File: config.mk
export PLATFORM = sky130hd
export DESIGN_NAME = ha_array_mul_seq_ctrl
export DESIGN_NICKNAME = d
export VERILOG_FILES = /design/src/rtl/ha_array_mul_seq_ctrl.sv
export SDC_FILE = /design/constraint.sdc
export NUM_CORES = 1
export LEC_CHECK = 0
export CAP_MARGIN = 15
export CORE_MARGIN = 10
export CORE_UTILIZATION = 51
export DETAILED_ROUTE_END_ITERATION = 16
export PLACE_DENSITY = 0.87
export SKIP_LAST_GASP = 1
export SYNTH_ARGS = -nofsm -noshare
export SYNTH_HDL_FRONTEND = slang
export SYNTH_SLANG_ARGS = --single-unit
export TNS_END_PERCENT = 20
File: constraint.sdc
create_clock -name clk -period 13.9 [get_ports clk]
set_input_delay 2.085 -clock clk [delete_from_list [all_inputs] [get_ports clk]]
set_output_delay 2.085 -clock clk [all_outputs]
set_load 0.02 [all_outputs]
File: src/rtl/ha_array_mul_seq_ctrl.sv
// ha_array_mul_seq_ctrl
// Sequencing controller behind the 8x8 approximate multiplier's half-adder
// partial-product array. It registers an operand pair onto the array inputs.
// It then folds the four t/b row pairs into a saturating accumulator, one row
// per cycle, using a single shared adder. The product is returned over
// valid/ready.
//
// Optional build macro: ERR_COMP_EN
//   defined   -> an extra COMP state adds COMP_BIAS to the accumulator
//                before DONE (one extra cycle of latency)
//   undefined -> ACC goes straight to DONE; COMP_BIAS has no effect
module ha_array_mul_seq_ctrl #(
   parameter int                NUM_ROWS  = 4,
   parameter int                ROW_SHIFT = 2,
   parameter int                PROD_W    = 16,
   parameter logic [PROD_W-1:0] COMP_BIAS = 16'd0
) (
   input  logic              clk,
   input  logic              rst_n,
   input  logic              in_valid,
   output logic              in_ready,
   input  logic [7:0]        x,
   input  logic [7:0]        y,
   output logic [7:0]        mul_x,
   output logic [7:0]        mul_y,
   input  logic [8:0]        ha_array_0_t,
   input  logic [8:0]        ha_array_1_t,
   input  logic [8:0]        ha_array_2_t,
   input  logic [8:0]        ha_array_3_t,
   input  logic [6:0]        ha_array_0_b,
   input  logic [6:0]        ha_array_1_b,
   input  logic [6:0]        ha_array_2_b,
   input  logic [6:0]        ha_array_3_b,
   output logic              out_valid,
   input  logic              out_ready,
   output logic [PROD_W-1:0] product,
   output logic              busy
);

   localparam int ROW_W = (NUM_ROWS > 1) ? $clog2(NUM_ROWS) : 1;
   localparam int ACC_W = PROD_W + 1;
   localparam logic [ROW_W-1:0] LAST_ROW = ROW_W'(NUM_ROWS - 1);

   // COMP is always encoded so that a corrupted state register still lands
   // on a decoded state; it is only entered when ERR_COMP_EN is defined.
   typedef enum logic [1:0] {
      ST_IDLE = 2'd0,
      ST_ACC  = 2'd1,
      ST_COMP = 2'd2,
      ST_DONE = 2'd3
   } state_t;

   state_t             state_r;
   state_t             state_s;
   logic [ROW_W-1:0]   row_r;
   logic [ROW_W-1:0]   row_s;
   logic [ACC_W-1:0]   acc_r;
   logic [ACC_W-1:0]   acc_s;
   logic               accept_s;
   logic [7:0]         mul_x_r;
   logic [7:0]         mul_y_r;
   logic               in_ready_r;
   logic               busy_r;
   logic               out_valid_r;
   logic [PROD_W-1:0]  product_r;

   logic [8:0]         t_sel_s;
   logic [6:0]         b_sel_s;
   logic [9:0]         row_val_s;
   logic [ACC_W-1:0]   contrib_s;
   logic [ACC_W-1:0]   acc_add_s;
   logic [ACC_W-1:0]   acc_bias_s;

   // Add two accumulator-width values, pinning to all-ones on carry-out so a
   // large sum can never wrap back to a small product.
   function automatic logic [ACC_W-1:0] add_sat(input logic [ACC_W-1:0] a,
                                                input logic [ACC_W-1:0] b);
      logic [ACC_W:0] sum;
      sum = {1'b0, a} + {1'b0, b};
      return sum[ACC_W] ? {ACC_W{1'b1}} : sum[ACC_W-1:0];
   endfunction

   // Clamp the accumulator to the product width.
   function automatic logic [PROD_W-1:0] sat_product(input logic [ACC_W-1:0] a);
      return a[PROD_W] ? {PROD_W{1'b1}} : a[PROD_W-1:0];
   endfunction

   // Select the t/b pair of the row currently being reduced.
   always_comb begin
      t_sel_s = 9'd0;
      b_sel_s = 7'd0;
      case (row_r)
         ROW_W'(0): begin
            t_sel_s = ha_array_0_t;
            b_sel_s = ha_array_0_b;
         end
         ROW_W'(1): begin
            t_sel_s = ha_array_1_t;
            b_sel_s = ha_array_1_b;
         end
         ROW_W'(2): begin
            t_sel_s = ha_array_2_t;
            b_sel_s = ha_array_2_b;
         end
         ROW_W'(3): begin
            t_sel_s = ha_array_3_t;
            b_sel_s = ha_array_3_b;
         end
         default: begin
            t_sel_s = 9'd0;
            b_sel_s = 7'd0;
         end
      endcase
   end

   // Shared adder path: weight the row value and form both candidate sums.
   always_comb begin
      row_val_s  = {1'b0, t_sel_s} + {1'b0, b_sel_s, 2'b00};
      contrib_s  = ACC_W'(row_val_s) << (ROW_SHIFT * int'(row_r));
      acc_add_s  = add_sat(acc_r, contrib_s);
      acc_bias_s = add_sat(acc_r, {1'b0, COMP_BIAS});
   end

   // Next-state, next-row and next-accumulator decode.
   always_comb begin
      state_s  = state_r;
      row_s    = row_r;
      acc_s    = acc_r;
      accept_s = 1'b0;
      case (state_r)
         ST_IDLE: begin
            if (in_valid && in_ready_r) begin
               accept_s = 1'b1;
               acc_s    = {ACC_W{1'b0}};
               row_s    = {ROW_W{1'b0}};
               state_s  = ST_ACC;
            end else begin
               state_s  = ST_IDLE;
            end
         end
         ST_ACC: begin
            acc_s = acc_add_s;
            if (row_r == LAST_ROW) begin
               row_s = {ROW_W{1'b0}};
`ifdef ERR_COMP_EN
               state_s = ST_COMP;
`else
               state_s = ST_DONE;
`endif
            end else begin
               row_s = row_r + ROW_W'(1);
            end
         end
         ST_COMP: begin
            acc_s   = acc_bias_s;
            state_s = ST_DONE;
         end
         ST_DONE: begin
            if (out_ready) begin
               state_s = ST_IDLE;
            end else begin
               state_s = ST_DONE;
            end
         end
         default: begin
            state_s = ST_IDLE;
            row_s   = {ROW_W{1'b0}};
            acc_s   = {ACC_W{1'b0}};
         end
      endcase
   end

   // State register.
   always_ff @(posedge clk or negedge rst_n) begin
      if (!rst_n) begin
         state_r <= ST_IDLE;
      end else begin
         state_r <= state_s;
      end
   end

   // Datapath registers and registered handshake/status outputs.
   always_ff @(posedge clk or negedge rst_n) begin
      if (!rst_n) begin
         row_r       <= {ROW_W{1'b0}};
         acc_r       <= {ACC_W{1'b0}};
         mul_x_r     <= 8'd0;
         mul_y_r     <= 8'd0;
         in_ready_r  <= 1'b0;
         busy_r      <= 1'b0;
         out_valid_r <= 1'b0;
         product_r   <= {PROD_W{1'b0}};
      end else begin
         row_r <= row_s;
         acc_r <= acc_s;
         if (accept_s) begin
            mul_x_r <= x;
            mul_y_r <= y;
         end else begin
            mul_x_r <= mul_x_r;
            mul_y_r <= mul_y_r;
         end
         in_ready_r  <= (state_s == ST_IDLE);
         busy_r      <= (state_s != ST_IDLE);
         out_valid_r <= (state_s == ST_DONE);
         product_r   <= (state_s == ST_DONE) ? sat_product(acc_s) : {PROD_W{1'b0}};
      end
   end

   assign mul_x     = mul_x_r;
   assign mul_y     = mul_y_r;
   assign in_ready  = in_ready_r;
   assign busy      = busy_r;
   assign out_valid = out_valid_r;
   assign product   = product_r;

endmodule

==> flow_summary_export.csv <==
group,metric,value,unit
outcome,status,"complete, no violations",
worst_setup_path,path_delay_family,"compound AO/OA/AOI/OAI gates",
clocking,holdBufCountCts,0,
clocking,cts.sinks,56,
layout,mostFrequentLayoutCells,"117 x clkdlybuf4s50_1, 56 x dfrtp_1, 54 x nand2_1",
global_routing,grt_max_degree,57,
layout,layoutNonFillerInstCount,630,
drt,wire_per_inst,18.5,µm
yosys,async_flop_share,100,%
sta,final_max_slew_viol_count,0,
global_routing,track_usage,20.3,%
floorplan,die_w,106,µm
worst_setup_path,worstSetupEndpointType,"flop",
global_routing,antenna_found_initial,0,
drt,dr.first_iter.drc_count,312,
worst_setup_path,r2r-end,"product[12]",
clocking,numCtsBuffers,5,
layout,diodes,0,
worst_setup_path,worst-setup-path-type,"input port to flop",
worst_setup_path,critPathBufInv,2,
placed_design,place_congestion,0.927,
worst_setup_path,cp.required,14.11,ns
clocking,cts_buffer_depth,2,
worst_hold_path,min_from,"mul_y[7]",
worst_setup_path,arrival,7.05,ns
worst_setup_path,path_cells,"clkdlybuf4s50_1 > a222oi_1 > a21oi_1 > ha_1 > inv_1 > fa_1 > nor2b_1 > o21ai_0 > a21boi_1 > o21ai_0 > a21boi_0 > or3_1 > a31oi_1 > ha_1 > o21ai_0 > a21oi_2 > a31oi_2 > nor3b_2 > nand2_1 > a41oi_1",
floorplan,die_h,106,µm
worst_setup_path,r2r_cells,22,
drt,viasPerCell,5.79,
worst_setup_path,start_kind,"input port",
clocking,cts_tree,"yes",
sta,finalHoldViolations,0,
worst_hold_path,holdPathEnd,"mul_y[7]",
run,drv_cap,0,
yosys,synth_flop_cell,"dfrtp_1",
worst_setup_path,path_common_cell,"o21ai_0",
yosys,ys_types,57,
layout,fillers,562,
layout,fin_area,5090,µm²
clocking,path_clk_slew,0.09,ns
sta,setup_viol,0,
yosys,synth_seq_cells,56,
floorplan,core,7210,µm²
worst_setup_path,cp_max_fo,12,
worst_setup_path,critPathMaxStageDelay,0.73,ns
sta,max-slew-margin-rel,36.2,%
sta,clock_skew,0.00672,ns
placed_design,port_buffers,118,
sta,period_minus_slack,6.84,ns
layout,final_common_cell,"clkdlybuf4s50_1",
sta,fin_crit_sh,49.2,%
global_routing,grt_overflow_total,0,
drt,via_count,3650,
drt,drt-total-wl,11600,µm
worst_setup_path,cp_slowest_cell,"nor3b_2",
yosys,syn-instance-count,423,
placed_design,place_inst,622,
global_routing,grt_pass1_wl,18800,µm
sta,tightest_slew,0.954,ns
yosys,syn_nets,536,
sta,fin_tns_setup,0,ns
drt,drt_pass1_iterations,8,
layout,utilization,70.6,%
clocking,cts-htree-levels,2,
sta,fmax,0.146,GHz
layout,area_delta_synth_final,34.5,%
drt,antenna_left,0,
worst_setup_path,r2r-start,"row_r[1]",
clocking,post_cts_buffers,0,
floorplan,io_pins,119,
sta,rsz0062_at_grt,"false",
clocking,clk_latency,0.30,ns
placed_design,place.detailed.hpwl,9240,µm
clocking,cts-resized-gates,0,
yosys,synth_area,3780,µm²
global_routing,grt_pass1_vias,3687,
floorplan,num_rows,31,
worst_hold_path,whs_path_depth,1,
worst_hold_path,hold_class,"flop to flop",
layout,drive_gt1_share,7.53,%
yosys,yosys_warnings,0,
worst_setup_path,r2r_slack,7.28,ns
layout,finalNetCount,643,
yosys,synth-edff-count,0,
floorplan,start_util,52.4,%
placed_design,placed_cell_area,5000,µm²
clocking,cts-root-buf,"clkbuf_8",
yosys,yosysSeqAreaShare,37.0,%
floorplan,die_area,11300,µm²
yosys,syn_avg_cell_area,8.94,µm²
drt,drc,0,
cells in the mapped netlist (3+ instances only):
master / n / area share (%)
or2_2: 3 / 0.50
or3_1: 4 / 0.66
inv_1: 16 / 1.6
xnor2_1: 11 / 2.5
mux2i_1: 5 / 1.3
a21o_1: 6 / 1.2
a22oi_1: 3 / 0.60
o21a_1: 4 / 0.79
dfrtp_1: 56 / 37
nor2_1: 44 / 4.4
nand3_1: 6 / 0.79
o31ai_1: 3 / 0.60
a222oi_1: 14 / 3.7
nor3_1: 5 / 0.66
nand2_1: 54 / 5.4
clkbuf_1: 15 / 1.5
o21ai_0: 24 / 3.2
nand2b_1: 3 / 0.50
o21ai_1: 8 / 1.1
a21oi_1: 30 / 4.0
mux2_2: 18 / 5.4
a31oi_2: 3 / 0.99
a31oi_1: 17 / 2.8
ha_1: 27 / 8.9
flip-flops by register name, summed over array words and instances, names as in the netlist:
register / flops
mul_y: 8
mul_x: 8
in_ready: 1
out_valid: 1
busy: 1
acc_r: 17
product: 16
state_r: 2
row_r: 2
how the worst max path moves through the flow:
stage | from | to | slack [ns] | cells after the start
after floorplan | ha_array_3_b[0] | product[10] | 8.21 | 19
after global placement | ha_array_3_b[0] | product[12] | 6.93 | 20
after detailed placement | ha_array_3_b[0] | product[15] | 6.78 | 20
after CTS | ha_array_3_b[0] | product[15] | 7.16 | 20
after global routing | ha_array_3_b[0] | product[15] | 6.70 | 20
final | ha_array_3_t[2] | product[12] | 7.06 | 20
routing by layer:
layer	up-vias	share of wire (%)	track usage, %
met2	121	52	36.0
met1	1759	40	24.6
met5	-	0	0
met4	0	2.3	5.80
met3	22	5.0	3.74
li1	1748	-	-
area by class of cell:
class,count,area (µm²),share of cell area (%)
clock buffer,8,90.1,1.77
inverter,18,67.6,1.33
tap,99,124,2.43
timing repair buffer,121,1200,23.5
multi-input combinational,328,2210,43.4
sequential,56,1400,27.5
worst reg2reg max path: stages (launching register included):
cell and delay, ns:
dfrtp_1 0.70, clkinv_1 0.44, ha_1 0.30, inv_1 0.58
nor2_1 0.14, a21oi_1 0.18, ha_1 0.19, inv_1 0.05
fa_1 0.39, nor2b_1 0.12, o21ai_0 0.10, a21boi_1 0.24
o21ai_0 0.14, nor3b_1 0.19, or3_1 0.33, a31oi_1 0.26
ha_1 0.32, o21ai_0 0.13, a21oi_2 0.27, a31oi_2 0.17
nor3b_2 0.73, nand2_1 0.30, a41oi_1 0.25
cells by family (layout without fill, tap and decap cells):
group           after synthesis  in the layout  share of synthesized area, %
compound gates              132            132                          23.6
simple gates                131            131                          15.1
flops                        56             56                          37.0
buf+inv                      39            147                          4.60
fa+ha+maj                    29             29                          9.99
mux                          23             23                          6.68
xor+xnor                     13             13                          3.01
through the flow:
step,hold WS [ns],setup WS (ns)
final,0.513,7.06
after global routing,0.525,6.70
after CTS,0.517,7.16
after detailed placement,0.494,6.78
after global placement,0.483,6.93
after floorplan,0.463,8.21
Power is not shown: default switching activity piles up to over one toggle a cycle in this logic, so the estimate is an artifact.
